File: src/rtl/dt_integrator.sv
// dT-to-temperature integrator: accumulates clamped, scaled Q7.0 slope samples
// into a saturating Q7.0 trajectory behind a 1-entry valid/ready output stage.
module dt_integrator #(
  parameter int CNT_W = 16,
  parameter int K_MAX = 7
) (
  input  logic             clk,
  input  logic             rst_n,
  input  logic             init,
  input  logic [7:0]       T_seed,
  input  logic [7:0]       dT_in,
  input  logic             dt_in_valid,
  output logic             dt_in_ready,
  input  logic [7:0]       k_dt,
  input  logic [7:0]       d_max,
  output logic [7:0]       T_out,
  output logic             t_valid,
  input  logic             t_ready,
  output logic             sat_hi,
  output logic             sat_lo,
  output logic [CNT_W-1:0] sample_cnt
);

  typedef enum logic {IDLE, RUN} state_t;

  typedef struct packed {
    logic [7:0] t;
    logic       hi;
    logic       lo;
  } upd_t;

  state_t            state, state_next;
  logic [7:0]        t_acc;
  logic              accept;
  upd_t              upd;

  logic [8:0]        dmax;
  logic [8:0]        dhi;
  logic signed [9:0] dt_s, lo_lim, hi_lim, clamp_s;
  logic [7:0]        clamped;
  logic [7:0]        k_lim;
  logic [15:0]       step;
  logic signed [16:0] sum;

  // Slope clamp: negative bound may reach -128, positive bound stops at +127.
  always_comb begin
    dmax    = (d_max > 8'd128) ? 9'd128 : {1'b0, d_max};
    dhi     = (dmax > 9'd127) ? 9'd127 : dmax;
    dt_s    = {{2{dT_in[7]}}, dT_in};
    lo_lim  = -$signed({1'b0, dmax});
    hi_lim  = $signed({1'b0, dhi});
    clamp_s = (dt_s < lo_lim) ? lo_lim : (dt_s > hi_lim) ? hi_lim : dt_s;
    clamped = clamp_s[7:0];
    k_lim   = (k_dt > 8'(K_MAX)) ? 8'(K_MAX) : k_dt;
    step    = {{8{clamped[7]}}, clamped} <<< k_lim;
    sum     = $signed({{9{t_acc[7]}}, t_acc}) + $signed({step[15], step});
    upd.hi  = (sum > 17'sd127);
    upd.lo  = (sum < -17'sd128);
    upd.t   = upd.hi ? 8'h7f : upd.lo ? 8'h80 : sum[7:0];
  end

  always_comb begin
    state_next  = state;
    if (init) state_next = RUN;
    dt_in_ready = (state == RUN) && !init && (!t_valid || t_ready);
    accept      = dt_in_valid && dt_in_ready;
  end

  always_ff @(posedge clk or negedge rst_n) begin
    if (!rst_n) state <= IDLE;
    else        state <= state_next;
  end

  // T_out always mirrors the accumulator: both load on init and on accept only.
  always_ff @(posedge clk or negedge rst_n) begin
    if (!rst_n) begin
      t_acc      <= '0;
      t_valid    <= 1'b0;
      sat_hi     <= 1'b0;
      sat_lo     <= 1'b0;
      sample_cnt <= '0;
    end else if (init) begin
      t_acc      <= T_seed;
      t_valid    <= 1'b0;
      sat_hi     <= 1'b0;
      sat_lo     <= 1'b0;
      sample_cnt <= '0;
    end else if (accept) begin
      t_acc      <= upd.t;
      t_valid    <= 1'b1;
      sat_hi     <= upd.hi;
      sat_lo     <= upd.lo;
      if (sample_cnt != '1) sample_cnt <= sample_cnt + 1'b1;
    end else if (t_valid && t_ready) begin
      t_valid    <= 1'b0;
    end
  end

  assign T_out = t_acc;

endmodule

File: config.mk
export PLATFORM = sky130hd
export DESIGN_NAME = dt_integrator
export DESIGN_NICKNAME = d
export VERILOG_FILES = /design/src/rtl/dt_integrator.sv
export SDC_FILE = /design/constraint.sdc
export NUM_CORES = 1
export LEC_CHECK = 0
export CAP_MARGIN = 25
export CORE_MARGIN = 4
export CORE_UTILIZATION = 45
export CTS_CLUSTER_DIAMETER = 150
export CTS_CLUSTER_SIZE = 14
export DETAILED_ROUTE_END_ITERATION = 6
export PLACE_DENSITY_LB_ADDON = 0.08
export RECOVER_POWER = 50
export SLEW_MARGIN = 10
export SYNTH_ARGS = -nofsm -noshare
export SYNTH_HDL_FRONTEND = slang
export SYNTH_SLANG_ARGS = --single-unit
export TNS_END_PERCENT = 50
File: constraint.sdc
create_clock -name clk -period 5 [get_ports clk]
set_clock_uncertainty 0.1 [all_clocks]
set_input_delay 0.75 -clock clk [delete_from_list [all_inputs] [get_ports clk]]
set_output_delay 0.75 -clock clk [all_outputs]
set_load 0.05 [all_outputs]
==> impl_results.md, run 1 <==
- Drt drc: 0
- Rows: 30
- Fin crit share: 118%
- Clock Latency Late Sink: 0.28 ns
- Peak supply drop: 0.243 mV
- FF/Latch Area: 701 um^2
- Setup CP Type: input port to flip-flop
- Clock slew seen by the registers of the worst setup and hold paths: approximately 0.09 ns
- Multi-input gate area: ~2800 um^2
- Die X: 93.0 um
- CTS HTree Levels: 1
- Combinational share of power: 67.9%
- Number of global-route vias before repair: ~3800
- Gr usage total: between 20% and 30%
- Internal Power: a little over 0.8 mW
- Root buffer cell: clkbuf_8
- Layout cells sized above 1: 35.5%
- Sequential area share after synthesis: 21.6%
- Yosys reg bits: 28
- CP max FO: 7
- Routed Antenna Nets: 0
- LEAKAGE: 2.41 nW
- Clock tree sinks: 28
- Ys Warns: 0
- Port bufs: 64
- Actual slew at the worst max-slew pin: roughly 1.6 ns
- Post-synth EDFFs: 0
- Antenna violations before repair: 0
- Starting Density: 47.0%
- Via/cell ratio: approximately 5.6
- PnR worst setup slack: -0.886 ns
- Clk buf depth: 2
- Drt pass-1 iters: 4
- Gpl congestion: 0.873
- Ys flop type: dfrtp_1
- Fin crit period: roughly 6 ns
- Worst slew margin: -5.86%
- Worst EP required: 5.05 ns
- Dpl hpwl: 7660 um
- Iter 0 DRT Violations: 179
- Crit-path cells: clkdlybuf4s15_1 -> buf_4 -> nor2b_2 -> xnor2_2 -> ha_1 -> a21o_1 -> a221oi_4 -> o22ai_4 -> buf_12 -> buf_6 -> mux2_4 -> mux4_2 -> mux2i_1 -> ha_1 -> and4_1 -> and2_4 -> a22oi_2 -> o21ai_2 -> xnor2_2 -> nand4_1 -> o41ai_2 -> and3_4 -> a21oi_2
- P&R area growth vs syn: 63.2%
- Num CTS Buffers: 3
- Via count: 3723
- Die area: 8640 um^2
- RSZ-0062 raised after global routing: yes
- CP max stage delay: approximately 0.5 ns
- Slew Limit Fails: 29
- Core area: 6910 um^2
- Core Util, Final: 76.8%
- Status: finished, violations left
- Post-synthesis cell type count: slightly below 60
- CP arrival: 5.94 ns
- Slowest stage cell on the critical path: mux4_2
- Post-synth ARST share: 100%
- Reg power frac: 19.7%
- Fill count: 515
- GR Overflow Total: 0
- Nets: 641
- Hold_ws: 0.394 ns
- Psw: between 0.6 and 0.7 mW
- Syn_area_per_cell: 8.16 um^2
- Final setup vio count: 10
- PD cells: about 270 nW/um^2
- Switching share of power: 42.3%
- Crit end category: flip-flop
- Cell Area, Synth: ~3200 um^2
- Routed length per placed instance: about 17 um
- Syn Inst Count: 398
- Drt total wl: roughly 11000 um
- Max cap viols: 1
- Violated checks: max-capacitance violations, max-slew violations, negative setup slack
- Number of antenna diodes: 0
- CTS tree: done
- Largest net degree at the start of global routing: 29
- Clock power share: about an eighth
- I/O Pins: 65
- Die height: 93.0 um
- Element type at the critical path start: input port
- Worst hold path class: flip-flop to flip-flop
- Fmax: ~170 MHz
- Global-route wire length before repair: 17500 um
- Hold Fails Final Rpt: 0
-- critical path, delay by kind of cell --
family	cells	cell delay, ns
fa+ha+maj	2	0.62
buf+inv	4	0.69
mux	3	0.98
xor+xnor	2	0.37
compound gates	7	1.54
simple gates	5	1.00
-- timing repair --
action                                  in CTS  in global routing
gates resized for setup                     64                 47
hold buffers                                 0                  0
buffers inserted                            23                  9
pin swaps                                   35                 35
endpoints found under the setup margin      10                 10
-- path summary, 6_finish.rpt --
| kind | cells after the start | end | slack, ns | startpoint |
|---|---|---|---|---|
| max in group asynchronous | 2 | T_out[5]$_DFFE_PN0P_ | 2.58 | rst_n |
| max reg2reg | 11 | T_out[4]$_DFFE_PN0P_ | 1.81 | T_out[0]$_DFFE_PN0P_ |
| min | 2 | sat_hi$_DFFE_PN0P_ | 0.39 | sat_hi$_DFFE_PN0P_ |
| min reg2reg | 2 | sat_hi$_DFFE_PN0P_ | 0.39 | sat_hi$_DFFE_PN0P_ |
| max | 23 | T_out[4]$_DFFE_PN0P_ | -0.89 | d_max[4] |
| min in group asynchronous | 2 | T_out[1]$_DFFE_PN0P_ | 1.29 | rst_n |
-- per-layer routing --
metal	vias up	routed length (um)	track usage [%]
met5	-	0	0
met4	0	310	7.45
met3	28	392	3.82
met2	83	5460	41.8
met1	1804	4840	32.2
li1	1808	-	-
-- power groups by stage --
stage	Combinational (mW)	Sequential, mW	Clock [mW]
finish	0.976	0.283	0.179
global route	1.05	0.287	0.193
detailed placement	0.772	0.284	0
CTS	0.847	0.281	0.181
floorplan	0.395	0.355	0
global placement	0.756	0.284	0
-- layout by cell type, fill, tap and decap left out, types with 4 or more instances in the layout --
| master | Yosys | routed |
|---|---|---|
| a21o_1 | 10 | 10 |
| a21oi_1 | 35 | 18 |
| ha_1 | 36 | 28 |
| xnor2_2 | 0 | 6 |
| a211oi_2 | 1 | 4 |
| and3_1 | 6 | 5 |
| dfrtp_1 | 28 | 28 |
| o21ai_0 | 15 | 7 |
| mux2_2 | 5 | 4 |
| buf_6 | 1 | 7 |
| inv_1 | 17 | 17 |
| nand2_1 | 29 | 28 |
| and2_1 | 5 | 4 |
| xnor2_1 | 17 | 11 |
| nor2b_1 | 7 | 6 |
| mux2i_1 | 15 | 12 |
| dlygate4sd3_1 | 0 | 9 |
| nor2_1 | 46 | 42 |
| ha_4 | 0 | 6 |
| o22ai_1 | 8 | 7 |
| xor2_1 | 13 | 13 |
| a21oi_2 | 0 | 16 |
| nand3_1 | 9 | 9 |
| nand4_1 | 9 | 9 |
| nor2_2 | 0 | 4 |
| or3_1 | 4 | 4 |
| nor3_1 | 11 | 9 |
| clkdlybuf4s50_1 | 0 | 47 |
| buf_4 | 0 | 102 |
| o21ai_1 | 1 | 5 |
-- flip-flops by register name, indices dropped and copies added, names as in the netlist --
name and count:
sample_cnt 16, state 1, T_out 8, sat_hi 1
t_valid 1, sat_lo 1
-- cell type report --
cell class,instances,share of cell area [%]
tap,96,2.27
clock buffer,3,0.779
multi-input combinational,343,53.7
clock inverter,1,0.566
timing repair buffer,174,28.3
sequential,28,13.2
inverter,17,1.20
-- synth_stat cells, types with 3 or more instances --
| library cell | instances | area, um^2 |
|---|---|---|
| nor2_1 | 46 | 173 |
| ha_1 | 36 | 450 |
| a21oi_1 | 35 | 175 |
| nand2_1 | 29 | 109 |
| dfrtp_1 | 28 | 701 |
| inv_1 | 17 | 63.8 |
| xnor2_1 | 17 | 149 |
| mux2i_1 | 15 | 150 |
| o21ai_0 | 15 | 75.1 |
| xor2_1 | 13 | 114 |
| nor3_1 | 11 | 55.1 |
| a21o_1 | 10 | 75.1 |
| nand3_1 | 9 | 45.0 |
| nand4_1 | 9 | 56.3 |
| o22ai_1 | 8 | 50.1 |
| clkbuf_1 | 7 | 26.3 |
| nor2b_1 | 7 | 43.8 |
| and3_1 | 6 | 37.5 |
| and2_1 | 5 | 31.3 |
| mux2_2 | 5 | 56.3 |
| nor4_1 | 5 | 31.3 |
| a31oi_1 | 4 | 25.0 |
| nand2b_1 | 4 | 25.0 |
| or3_1 | 4 | 25.0 |
| a211oi_1 | 3 | 22.5 |
| a21boi_0 | 3 | 22.5 |
| o211ai_1 | 3 | 22.5 |
| or2_2 | 3 | 18.8 |
| or2b_1 | 3 | 22.5 |
-- metrics by stage --
step	instance area (um^2)	power, mW	setup TNS [ns]	setup WS, ns	std cells
after global placement	4600	1.04	-12.57	-1.34	627
final	5300	1.44	-8.09	-0.886	662
after detailed placement	4600	1.06	-13.36	-1.43	627
after CTS	5030	1.31	-5.20	-0.576	654
after global routing	5300	1.53	-10.22	-1.11	662
after floorplan	3320	0.751	-5.30	-0.606	399
-- cells by family (layout without fill, tap and decap cells) --
logic type,count (synthesis),after routing,share of synthesized area (%)
AO/OA/AOI/OAI,105,105,22.0
XOR/XNOR,30,30,8.09
adder cells (fa/ha/maj),37,37,14.5
buffers and inverters,28,195,3.54
flip-flops,28,28,21.6
multiplexers,23,23,8.20
other,1,2,0.115
AND/OR/NAND/NOR,146,146,22.0
Note: power is estimated with default switching activity, not from simulation.
==> run 2, diff against run 1 <==
--- a/config.mk
+++ b/config.mk
@@ -6,8 +6,10 @@
 export NUM_CORES = 1
 export LEC_CHECK = 0
 export CAP_MARGIN = 25
+export CELL_PAD_IN_SITES_DETAIL_PLACEMENT = 0
+export CELL_PAD_IN_SITES_GLOBAL_PLACEMENT = 1
 export CORE_MARGIN = 4
-export CORE_UTILIZATION = 45
+export CORE_UTILIZATION = 42
 export CTS_CLUSTER_DIAMETER = 150
 export CTS_CLUSTER_SIZE = 14
 export DETAILED_ROUTE_END_ITERATION = 6
==> run 2 against run 1 <==
Against the previous run: the flow still finishes with violations (max-capacitance violations, max-slew violations, negative setup slack); sequential power hardly changed; die area is 6.5% higher; worst hold slack improved by 0.0036 ns; final cell count shrank 0.30%; maximum frequency up 3.6%; worst setup slack better by 0.20 ns; flip-flop and latch count did not move; sequential share of layout area rose by 0.26 points; global-route usage shrank 3.6 points; cell area down 2.0%; clock-buffer cell count stayed put; critical path type unchanged.
==> impl_results.md, run 2 (synthesis results as in run 1) <==
- Fin crit period: 5.68 ns (-0.202 ns)
- Iter 0 DRT Violations: 63 (-65%)
- Routed length per placed instance: 14.7 um (-12%)
- Num CTS Buffers: 3 (unchanged)
- RR Startpoint: T_out[0]$_DFFE_PN0P_
- Antenna violations before repair: 0 (unchanged)
- CP max stage delay: 0.48 ns (-0.02 ns)
- Hold_ws: 0.397 ns (+0.00357 ns)
- Clk buf depth: 2 (unchanged)
- CP max FO: 7 (unchanged)
- Die height: 95.9 um (+3.2%)
- Clock Latency Late Sink: 0.28 ns (about the same)
- Hold path startpoint: sat_hi$_DFFE_PN0P_
- CP arrival: 5.75 ns (-0.19 ns)
- Core area: 7370 um^2 (+6.7%)
- P&R area growth vs syn: 60.0%
- Drt drc: 0 (unchanged)
- Peak supply drop: 0.123 mV (-49%)
- Nets: 636 (-0.78%)
- Fmax: 176 MHz (+3.6%)
- CTS Hold Bufs: 0 (unchanged)
- Setup CP Type: input port to flip-flop
- R2R depth: 11 (unchanged)
- Drt pass-1 iters: 4 (unchanged)
- Fill count: 607 (+18%)
- GR Overflow Total: 0 (unchanged)
- Biggest register: sample_cnt
- CTS HTree Levels: 1 (unchanged)
- Via/cell ratio: 5.38 (-4.3%)
- Clock tree sinks: 28 (unchanged)
- Rows: 31 (+3.3%)
- Hold Fails Final Rpt: 0 (unchanged)
- Slowest stage cell on the critical path: mux4_2
- Status: finished, violations left
- Root buffer cell: clkbuf_8
- Slew Limit Fails: 29 (unchanged)
- Dpl hpwl: 7350 um (-4.0%)
- Clock slew seen by the registers of the worst setup and hold paths: 0.09 ns (about the same)
- TNS Setup: -6.26 ns (+1.83 ns)
- RSZ-0062 raised after global routing: yes
- Actual slew at the worst max-slew pin: 1.56 ns (-0.0265 ns)
- FF/Latch Area: 701 um^2 (unchanged)
- PnR worst setup slack: -0.684 ns (+0.202 ns)
- Die area: 9200 um^2 (+6.5%)
- Crit end category: flip-flop
- Final setup vio count: 10 (unchanged)
- Via count: 3553 (-4.6%)
- Fin crit share: 114% (-4.0 points)
- PD cells: 266 nW/um^2 (-2.0%)
- Worst path bufs/invs: 4 (unchanged)
- Gr usage total: 21.1% (-3.6 points)
- Largest register FFs: 16 (unchanged)
- Hold depth: 2 (unchanged)
- Crit path top cell by count: buf_6
- Gpl congestion: 0.898 (+2.9%)
- Number of global-route vias before repair: 3519 (-7.3%)
- Commonest non-fill, non-tap cell in the layout: buf_4
- Violated checks: max-capacitance violations, max-slew violations, negative setup slack
- Layout cells sized above 1: 33.9% (-1.6 points)
- LEAKAGE: 2.38 nW (-1.2%)
- Drt total wl: 9690 um (-12%)
- Worst EP required: 5.06 ns (about the same)
- Largest net degree at the start of global routing: 29 (unchanged)
- Number of antenna diodes: 0 (unchanged)
- R2R Setup Slk: 1.83 ns (+0.02 ns)
- Element type at the critical path start: input port
- I/O Pins: 65 (unchanged)
- Hold Path End: sat_hi$_DFFE_PN0P_
- Crit-path leading delay family: compound AO/OA/AOI/OAI gates
- Critical R2R Capture: T_out[1]$_DFFE_PN0P_
- Worst slew margin: -4.10% (+1.8 points)
- CTS tree: done
- Starting Density: 44.1% (-3.0 points)
- Global-route wire length before repair: 15900 um (-9.0%)
- Die X: 95.9 um (+3.2%)
- Routed Antenna Nets: 0 (unchanged)
- Port bufs: 64 (unchanged)
- Max cap viols: 1 (unchanged)
- Most frequent cells in the layout: 97 x buf_4, 46 x clkdlybuf4s50_1, 41 x nor2_1, 32 x ha_1, 29 x nand2_1
- Worst hold path class: flip-flop to flip-flop
- Multi-input gate area: 2790 um^2 (-2.1%)
==> run 2: worst max-delay path by stage <==
stage | start | end | slack, ns | depth (start not counted)
final | d_max[2] | T_out[1]$_DFFE_PN0P_ | -0.68 | 26
after CTS | d_max[0] | T_out[2]$_DFFE_PN0P_ | -0.64 | 28
after global placement | d_max[0] | T_out[2]$_DFFE_PN0P_ | -1.40 | 24
after floorplan | d_max[7] | T_out[1]$_DFFE_PN0P_ | -0.61 | 26
after global routing | d_max[2] | T_out[1]$_DFFE_PN0P_ | -0.98 | 26
after detailed placement | d_max[0] | T_out[0]$_DFFE_PN0P_ | -1.54 | 24
==> run 2: metal layers <==
metal / up-vias / global-route usage (%) / share of wire (%)
li1: 1789 / - / -
met1: 1700 / 26.5 / 43
met2: 56 / 38.9 / 54
met3: 8 / 2.66 / 2.5
met4: 0 / 3.32 / 0.75
met5: - / 0 / 0
==> run 2: worst register-to-register path, stage by stage, from the launching register on <==
cell,delay [ns]
dfrtp_1,0.42
ha_2,0.21
fa_2,0.39
a211oi_2,0.28
o21ai_2,0.14
a22oi_2,0.21
o21ai_2,0.11
xnor2_2,0.22
nand4_1,0.14
o41ai_2,0.44
and3_4,0.32
a21oi_2,0.07
==> run 2: what timing repair did <==
item / in CTS / in global routing
buffers inserted: 10 / 9
setup endpoints to repair: 10 / 10
pin swaps: 33 / 34
gates resized for setup: 79 / 27
==> run 2: cell type report <==
type,instances,area share [%]
inverters,17,1.23
multi-input cells,343,53.6
repair buffers,169,27.9
clock inverters,1,0.578
flip-flops and latches,28,13.5
well taps,99,2.38
clock buffers,3,0.794
==> run 2: power by group <==
group	total (mW)	internal [mW]	switching, mW
logic	0.923	0.448	0.475
clock network	0.179	0.107	0.0719
registers	0.280	0.249	0.0315
==> run 2: per-stage QoR <==
stage	total power, mW	std cells	setup WS [ns]	instance area, um^2	utilization, %
floorplan	0.751	399	-0.606	3320	-
global placement	1.05	637	-1.40	4660	63.2
detailed placement	1.07	637	-1.54	4660	63.2
CTS	1.33	651	-0.643	5030	68.3
global route	1.47	660	-0.985	5200	70.5
finish	1.38	660	-0.684	5200	70.5
